`src/rtl/mem_arbiter_pkg.sv`:
```
// mem_arbiter_pkg: shared state encoding and parameter defaults for the memory arbiter
package mem_arbiter_pkg;

    localparam int DEF_ADDR_W     = 32;
    localparam int DEF_DATA_W     = 32;
    localparam int DEF_MAX_WAIT   = 15;
    localparam int DEF_STARVE_LIM = 4;

    typedef enum logic [1:0] {
        ARB_IDLE  = 2'd0,
        ARB_FETCH = 2'd1,
        ARB_DATA  = 2'd2
    } arb_state_e;

endpackage

```
`src/rtl/mem_arbiter.sv`:
```
// mem_arbiter: shares one peripheral bus between instruction fetch and load/store
module mem_arbiter
    import mem_arbiter_pkg::*;
#(
    parameter int ADDR_W     = DEF_ADDR_W,
    parameter int DATA_W     = DEF_DATA_W,
    parameter int MAX_WAIT   = DEF_MAX_WAIT,
    parameter int STARVE_LIM = DEF_STARVE_LIM
) (
    input  logic                clk,
    input  logic                rst,
    input  logic                if_req,
    input  logic [ADDR_W-1:0]   if_addr,
    output logic                if_gnt,
    output logic                if_rvalid,
    output logic [DATA_W-1:0]   if_rdata,
    input  logic                ls_req,
    input  logic                ls_we,
    input  logic [ADDR_W-1:0]   ls_addr,
    input  logic [DATA_W-1:0]   ls_wdata,
    input  logic [DATA_W/8-1:0] ls_be,
    output logic                ls_gnt,
    output logic                ls_rvalid,
    output logic [DATA_W-1:0]   ls_rdata,
    output logic                bus_req,
    output logic                bus_we,
    output logic [ADDR_W-1:0]   bus_addr,
    output logic [DATA_W-1:0]   bus_wdata,
    output logic [DATA_W/8-1:0] bus_be,
    input  logic                bus_ack,
    input  logic [DATA_W-1:0]   bus_rdata,
    output logic                hold_o,
    output logic                err_o
);

    arb_state_e          r_state, w_next;
    logic [3:0]          r_starve;
    logic [7:0]          r_wait;
    logic                r_we, r_if_rvalid, r_ls_rvalid, r_err;
    logic [ADDR_W-1:0]   r_addr;
    logic [DATA_W-1:0]   r_wdata, r_if_rdata, r_ls_rdata;
    logic [DATA_W/8-1:0] r_be;
    logic                w_starved, w_timeout, w_done;

    assign bus_we    = r_we;
    assign bus_addr  = r_addr;
    assign bus_wdata = r_wdata;
    assign bus_be    = r_be;
    assign if_rvalid = r_if_rvalid;
    assign ls_rvalid = r_ls_rvalid;
    assign if_rdata  = r_if_rdata;
    assign ls_rdata  = r_ls_rdata;
    assign err_o     = r_err;

    // state register; reset kills any in-flight transaction
    always_ff @(posedge clk or negedge rst) begin
        if (!rst) r_state <= ARB_IDLE;
        else      r_state <= w_next;
    end

    // arbitration in IDLE, completion or timeout abort otherwise
    always_comb begin
        w_starved = (r_starve >= 4'(STARVE_LIM)) && if_req;
        w_timeout = (r_wait == 8'(MAX_WAIT - 1)) && !bus_ack;
        w_done    = (r_state != ARB_IDLE) && (bus_ack || w_timeout);
        w_next    = r_state;
        if (r_state == ARB_IDLE)
            w_next = (ls_req && !w_starved) ? ARB_DATA : (if_req ? ARB_FETCH : ARB_IDLE);
        else if (w_done)
            w_next = ARB_IDLE;
    end

    // grants pulse in the first bus cycle; hold is forced low while reset is asserted
    always_comb begin
        bus_req = r_state != ARB_IDLE;
        if_gnt  = (r_state == ARB_FETCH) && (r_wait == '0);
        ls_gnt  = (r_state == ARB_DATA) && (r_wait == '0);
        hold_o  = rst && (ls_req || r_state == ARB_DATA) && !r_ls_rvalid;
    end

    // wait/starvation counters and the bus register bank loaded at grant
    always_ff @(posedge clk or negedge rst) begin
        if (!rst) begin
            r_wait   <= '0;
            r_starve <= '0;
            r_addr   <= '0;
            r_we     <= 1'b0;
            r_wdata  <= '0;
            r_be     <= '0;
        end else begin
            r_wait <= (r_state == ARB_IDLE || w_done) ? '0 : r_wait + 8'd1;
            if (r_state == ARB_IDLE && w_next == ARB_FETCH)
                r_starve <= '0;
            else if (r_state == ARB_IDLE && w_next == ARB_DATA && if_req && r_starve != 4'hF)
                r_starve <= r_starve + 4'd1;
            if (r_state == ARB_IDLE && w_next == ARB_DATA) begin
                r_addr  <= ls_addr;
                r_we    <= ls_we;
                r_wdata <= ls_wdata;
                r_be    <= ls_be;
            end else if (r_state == ARB_IDLE && w_next == ARB_FETCH) begin
                r_addr  <= if_addr;
                r_we    <= 1'b0;
                r_wdata <= '0;
                r_be    <= '1;
            end
        end
    end

    // completion pulses and read data; stores and aborts return zero
    always_ff @(posedge clk or negedge rst) begin
        if (!rst) begin
            r_if_rvalid <= 1'b0;
            r_ls_rvalid <= 1'b0;
            r_err       <= 1'b0;
            r_if_rdata  <= '0;
            r_ls_rdata  <= '0;
        end else begin
            r_if_rvalid <= w_done && r_state == ARB_FETCH;
            r_ls_rvalid <= w_done && r_state == ARB_DATA;
            r_err       <= w_done && !bus_ack;
            if (w_done && r_state == ARB_FETCH)
                r_if_rdata <= bus_ack ? bus_rdata : '0;
            if (w_done && r_state == ARB_DATA)
                r_ls_rdata <= (bus_ack && !r_we) ? bus_rdata : '0;
        end
    end

endmodule

```
`config.mk`:
```
export PLATFORM = sky130hd
export DESIGN_NAME = mem_arbiter
export DESIGN_NICKNAME = d
export VERILOG_FILES = /design/src/rtl/mem_arbiter_pkg.sv /design/src/rtl/mem_arbiter.sv
export SDC_FILE = /design/constraint.sdc
export NUM_CORES = 1
export LEC_CHECK = 0
export BUFFER_PORTS_ARGS = -buffer_cell sky130_fd_sc_hd__buf_2
export CAP_MARGIN = 20
export CORE_ASPECT_RATIO = 1.25
export CORE_MARGIN = 2
export CORE_UTILIZATION = 30
export CTS_CLUSTER_DIAMETER = 60
export DETAILED_ROUTE_END_ITERATION = 6
export PLACE_DENSITY = 0.53
export SYNTH_ARGS = -nofsm -noshare
export SYNTH_HDL_FRONTEND = slang
export SYNTH_SLANG_ARGS = --single-unit
```
`constraint.sdc`:
```
create_clock -name clk -period 4.3 [get_ports clk]
set_input_delay 0 -clock clk [delete_from_list [all_inputs] [get_ports clk]]
set_output_delay 0 -clock clk [all_outputs]
set_load 0.05 [all_outputs]
```
==> results of run 1 <==
[power breakdown]
part,internal [mW],switching [mW]
Sequential,1.96,0.382
Combinational,1.24,2.84
Clock,0.830,0.645
[logic make-up (layout without fill, tap and decap cells)]
family,Yosys count,after routing,share of synthesized area
AOI/OAI and AO/OA,183,183,0.232
xor gates and xnor gates,1,1,0.00135
adders and majority gates,4,4,0.00770
buffers and inverters,52,452,0.0397
DFF,150,150,0.578
muxes,1,1,0.00173
other,0,2,0
and+or+nand+nor,135,135,0.139
[sequential cells by signal, indices dropped and copies added, names as in the netlist]
register   flops
bus_addr      32
bus_be         4
bus_wdata     32
bus_we         1
err_o          1
if_rdata      32
if_rvalid      1
ls_rdata      32
ls_rvalid      1
r_starve       4
r_state        2
r_wait         8
[worst register-to-register path, cell delays in order, from the launching register on]
cell	delay, ps
dfrtp_1	420
nor2_1	390
o21ai_4	100
buf_4	350
a221o_1	420
dlygate4sd3_1	560
[layout by cell type (no fill, tap or decap), drive strengths merged, types with 5 or more instances in the layout]
cell type,count
dfrtp,150
buf,289
nor2,6
dlygate4sd3,127
a22oi,32
clkinv,5
and2,33
a221o,64
a22o,35
nor3b,36
nand3,5
clkbuf,18
o21ai,36
inv,11
nand2b,35
[worst min-delay path by stage]
stage           startpoint            to  slack, ps
2_1_floorplan          rst   bus_addr[0]       -300
3_3_place_gp           rst  if_rdata[22]        -20
3_5_place_dp           rst  if_rdata[22]        -20
4_1_cts        if_addr[23]  bus_addr[23]          4
5_1_grt         if_addr[7]   bus_addr[7]          3
6_report       if_addr[23]  bus_addr[23]         10
[layer usage]
metal  share of wire  track usage
met1            0.42        0.222
met2            0.51        0.330
met3           0.059       0.0431
met4           0.016       0.0607
met5               0            0
[cell type report]
| type | count | share of cell area |
|---|---|---|
| antenna | 2 | 0.000502 |
| clock buffer | 18 | 0.0440 |
| clock inverter | 14 | 0.0140 |
| inverter | 4 | 0.00150 |
| multi-input combinational | 324 | 0.252 |
| sequential | 150 | 0.376 |
| tap | 279 | 0.0350 |
| timing repair buffer | 416 | 0.277 |
[synthesized netlist by cell type (4+ instances only)]
master    instances
nand3_1           5
a22o_1           35
nor3b_1          34
o21ai_0          35
nand2_1           4
ha_1              4
inv_1             4
and2_1           33
a22oi_1          32
buf_6             5
buf_2            15
nand2b_1         35
clkbuf_1         24
a21oi_1           4
nor2_1            6
a221o_1          61
o22a_1            4
dfrtp_1         150
[through the flow]
| stage | power, mW | instance area [um2] | setup slack, ps |
|---|---|---|---|
| after floorplan | 5.20 | 6500 | 2200 |
| after global placement | 6.18 | 8100 | 1910 |
| after detailed placement | 6.20 | 8100 | 1880 |
| after CTS | 7.94 | 9950 | 1310 |
| after global routing | 8.29 | 9970 | 1800 |
| final | 7.90 | 9980 | 1970 |
[what timing repair did]
action,in CTS,in global routing
buffers inserted,0,0
endpoints found under the hold margin,179,0
hold buffers,127,0
==> flow_summary.json, run 1 <==
{
  "status": "completed",
  "fin_tns_setup_ps": 0,
  "syn_area_um2": 6500,
  "drc_errors": 0,
  "critPathBufInv": 2,
  "crit_type": "reg -> reg",
  "ys_ff_latch": 150,
  "synth_nets": 668,
  "vias_per_cell": 4.94,
  "ant_nets": 0,
  "die_w_um": 136,
  "fill_cells": 2023,
  "synth_ff_type": "dfrtp_1",
  "synth-seq-area-share": 0.578,
  "post_cts_resize_count": 0,
  "syn_to_final_growth_pct": 53.6,
  "period_share": 0.543,
  "r2r_start": "r_state[1]",
  "cts_made_buffers": 17,
  "cp.depth": 5,
  "hold_viol_final": 0,
  "wirelength_um": 21300,
  "grt_max_degree": 66,
  "power.density_nw_per_um2": 792,
  "dr.first_iter.drc_count": 279,
  "routabilityCongestion": 0.748,
  "drv_cap": 0,
  "synth_top_cell_area_share": 0.578,
  "slowest_stage": "dlygate4sd3_1",
  "wl_per_cell_um": 17.7,
  "clock_path_buffers": 2,
  "die_area_um2": 22900,
  "placed_cells": 1045,
  "clk_pin_slew_ps": 70,
  "fp-row-count": 60,
  "synth_warnings": 0,
  "r2r_end": "bus_addr[1]",
  "relSlewSlack": 0.445,
  "yosysTopAreaCell": "dfrtp_1",
  "io_pins": 278,
  "crit_path_end": "bus_addr[1]",
  "r2r_slack_ps": 1970,
  "hold_depth": 3,
  "htreeDepth": 4,
  "reg2regPathDepth": 5,
  "worstMarginPinSlew_ps": 832,
  "firstDrtPassIters": 4,
  "ys_types": 47,
  "grt_pass1_vias": 6142,
  "fin_crit_ps": 2330,
  "synthTopCellsByArea": "dfrtp_1 (58%), a221o_1 (9.4%), a22o_1 (4.7%), nor3b_1 (3.9%), a22oi_1 (3.7%)",
  "drv_slew": 0,
  "cts_sinks": 150,
  "stdcell_count": 1207,
  "hp-class": "in -> reg",
  "num-nets-final": 1055,
  "worstPathArrival_ps": 2640,
  "rsz0062_at_grt": "false",
  "fmax_ghz": 0.428,
  "p_leak_nw": 4.57,
  "multi_input_area_um2": 2510,
  "synth_edf_count": 0,
  "regArea_um2": 3750,
  "track_usage": 0.186,
  "crit_path_cell_trace": "nor2_1 > o21ai_4 > buf_4 > a221o_1 > dlygate4sd3_1",
  "port_buffers": 277,
  "antenna_found_initial": 1,
  "clockRootBuffer": "clkbuf_16",
  "path_delay_family": "buffers and inverters",
  "cpPeakStageDelay_ps": 560,
  "grt_pass1_wl_um": 33400,
  "place_hpwl_um": 13500,
  "drive_gt1_frac": 0.364,
  "postSynth.asyncResetShare": 1.00,
  "start_kind": "flop",
  "grt_overflow": 0,
  "netlist_instances": 526,
  "worstPathRequired_ps": 4610,
  "die_y_um": 169,
  "final_util": 0.466,
  "ir_drop_mv": 0.475,
  "vias": 5965,
  "worstSetupEndpointType": "flop",
  "initial_core_util": 0.304,
  "core_area_um2": 21400,
  "hold_slack_ps": 11.1,
  "cp-startpoint": "r_state[1]",
  "cts_tree": "done",
  "clock_latency_ps": 420,
  "skew_ps": 11.8,
  "path_max_fanout": 65,
  "avgSynthCellArea_um2": 12.4,
  "setup_viol": 0
}
Power figures use the tool's default switching activity.
==> run 2, diff against run 1 <==
ABC_AREA = 1   (was default)
clock period = 2.4 ns   (was 4.3 ns; I/O delays follow)
==> flow_summary.json, run 2 <==
{
  "io_pins": 278,
  "syn_area_um2": 6450,
  "syn_to_final_growth_pct": 58.1,
  "initial_core_util": 0.308,
  "fin_crit_ps": 2280,
  "fmax_ghz": 0.439,
  "relSlewSlack": 0.523,
  "ant_nets": 0,
  "fin_tns_setup_ps": 0,
  "p_switching_mw": 7.73,
  "synth-simple-area-share": 0.322,
  "synth_ff_type": "dfrtp_1",
  "place_hpwl_um": 14300,
  "start_kind": "flop",
  "die_area_um2": 22700,
  "wl_per_cell_um": 14.3,
  "reg2regPathDepth": 7,
  "drv_cap": 0,
  "synth_nets": 920,
  "vias": 6507,
  "synth_fa_ha_area_frac": 0.00776,
  "avgSynthCellArea_um2": 8.29,
  "switching_share": 0.512,
  "die_y_um": 168,
  "grt_pass1_wl_um": 33200,
  "status": "completed",
  "cts_made_buffers": 17,
  "firstDrtPassIters": 4,
  "wirelength_um": 21200,
  "cpPeakStageDelay_ps": 580,
  "layout_commonest_cell": "nand2_1",
  "drc_errors": 0,
  "ys_ff_latch": 150,
  "drive_gt1_frac": 0.274,
  "power_mw": 15.1,
  "drv_slew": 0,
  "htreeDepth": 4,
  "synth_common_cells": "nand2_1 (351), dfrtp_1 (150), nand3_1 (102), inv_1 (59), nor2_1 (47)",
  "clock_latency_ps": 420,
  "muxShareOfSynthArea": 0,
  "slowest_stage": "dlygate4sd3_1",
  "hold_depth": 4,
  "die_w_um": 135,
  "worstSetupEndpointType": "flop",
  "cts_sinks": 150,
  "clock_path_buffers": 2,
  "grt_overflow": 0,
  "routabilityCongestion": 0.773,
  "hold_viol_final": 0,
  "synth_edf_count": 0,
  "synth_compound_area_frac": 0.0153,
  "clkPwrFrac": 0.187,
  "track_usage": 0.185,
  "worstPathRequired_ps": 2740,
  "p_leak_nw": 5.71,
  "crit_path_frequent_cell": "nand2_1",
  "grt_pass1_vias": 6501,
  "yosysTopAreaCell": "dfrtp_1",
  "clockRootBuffer": "clkbuf_16",
  "rsz0062_at_grt": "false",
  "dr.first_iter.drc_count": 227,
  "crit_path_cell_trace": "nor2_2 > nand2_1 > a21oi_2 > buf_6 > nand2_1 > nand3_1 > dlygate4sd3_1",
  "fp-row-count": 59,
  "clk_pin_slew_ps": 70,
  "synthTopCellsByArea": "dfrtp_1 (58%), nand2_1 (20%), nand3_1 (7.9%), inv_1 (3.4%), nor2_1 (2.7%)",
  "synth-seq-area-share": 0.582,
  "path_max_fanout": 32,
  "synth-xor-area-share": 0.00136,
  "synth_top_cell_area_share": 0.582,
  "skew_ps": 11.8,
  "ys_types": 26,
  "port_buffers": 277,
  "crit_type": "reg -> reg",
  "netlist_instances": 778,
  "grt_max_degree": 85,
  "power.density_nw_per_um2": 1480,
  "intPower_mw": 7.35,
  "power.share.sequential": 0.283,
  "period_share": 0.950,
  "ir_drop_mv": 0.799,
  "antenna_found_initial": 1,
  "cts_tree": "done",
  "num-nets-final": 1337,
  "mostFrequentLayoutCells": "nand2_1 (351), buf_2 (276), dfrtp_1 (150)",
  "worstMarginPinSlew_ps": 715,
  "vias_per_cell": 4.39,
  "yosysMostFrequentCell": "nand2_1",
  "synth_warnings": 0,
  "share_comb_of_total_power": 0.530,
  "worstPathArrival_ps": 2620,
  "setup_viol": 0,
  "synth_top_family_by_area": "simple AND/OR/NAND/NOR gates",
  "hp-class": "in -> reg",
  "core_area_um2": 21000,
  "postSynth.asyncResetShare": 1.00
}
run 2: what timing repair did:
item | in CTS | in global routing
endpoints found under the setup margin | 0 | 3
resized for setup | 0 | 2
setup buffers | 0 | 0
hold buffers | 146 | 0
hold endpoints to repair | 284 | 0
run 2: cells by family after synthesis:
family	Yosys count
and+or+nand+nor	509
xor gates and xnor gates	1
adders and majority gates	4
DFF	150
buffers and inverters	100
AOI/OAI and AO/OA	14
run 2: through the flow:
stage	cells	cell area, um2	hold WS, ps	worst slack, ps	utilization
after global placement	1303	8070	-167	455	0.385
after floorplan	778	6450	-296	218	-
final	1482	10200	47.4	120	0.486
after global routing	1482	10200	51.0	17.6	0.486
after detailed placement	1303	8070	-167	375	0.385
after CTS	1480	10200	23.8	98.9	0.484
run 2: final timing paths:
| check | startpoint | endpoint | slack, ps |
|---|---|---|---|
| worst max-delay path | r_state[1] | bus_addr[15] | 120 |
| max in group asynchronous | rst | ls_rdata[5] | 1320 |
| min in group asynchronous | rst | ls_rdata[2] | 170 |
| worst min register to register | if_rdata[13] | if_rdata[13] | 460 |
| worst min-delay path | ls_req | r_state[0] | 50 |
| worst max register to register | r_state[1] | bus_addr[15] | 120 |
run 2: worst max-delay path, delay by kind of cell (launching register included):
family	cells	cell delay, ps
flip-flops	1	400
AND/OR/NAND/NOR	4	790
AO/OA/AOI/OAI	1	160
buffers and inverters	2	850
run 2: metal layers:
metal	part of all wire	GRT usage
met1	0.42	0.220
met2	0.47	0.310
met3	0.087	0.0575
met4	0.029	0.0779
met5	0	0
run 2: power by group through the flow:
| stage | registers [mW] | logic (mW) | clock network, mW |
|---|---|---|---|
| global placement | 4.28 | 7.40 | 0 |
| finish | 4.27 | 7.99 | 2.82 |
| floorplan | 8.11 | 1.63 | 0 |
| CTS | 4.27 | 7.99 | 2.91 |
| detailed placement | 4.30 | 7.44 | 0 |
| global route | 4.42 | 8.49 | 3.03 |
run 2: cell type report:
cell class,count,area (um2)
inverters,61,229
fillers,2032,10800
clock buffers,19,453
flip-flops and latches,150,3750
diodes,1,2.50
clock inverters,12,166
repair buffers,437,3000
well taps,274,343
multi-input cells,528,2240
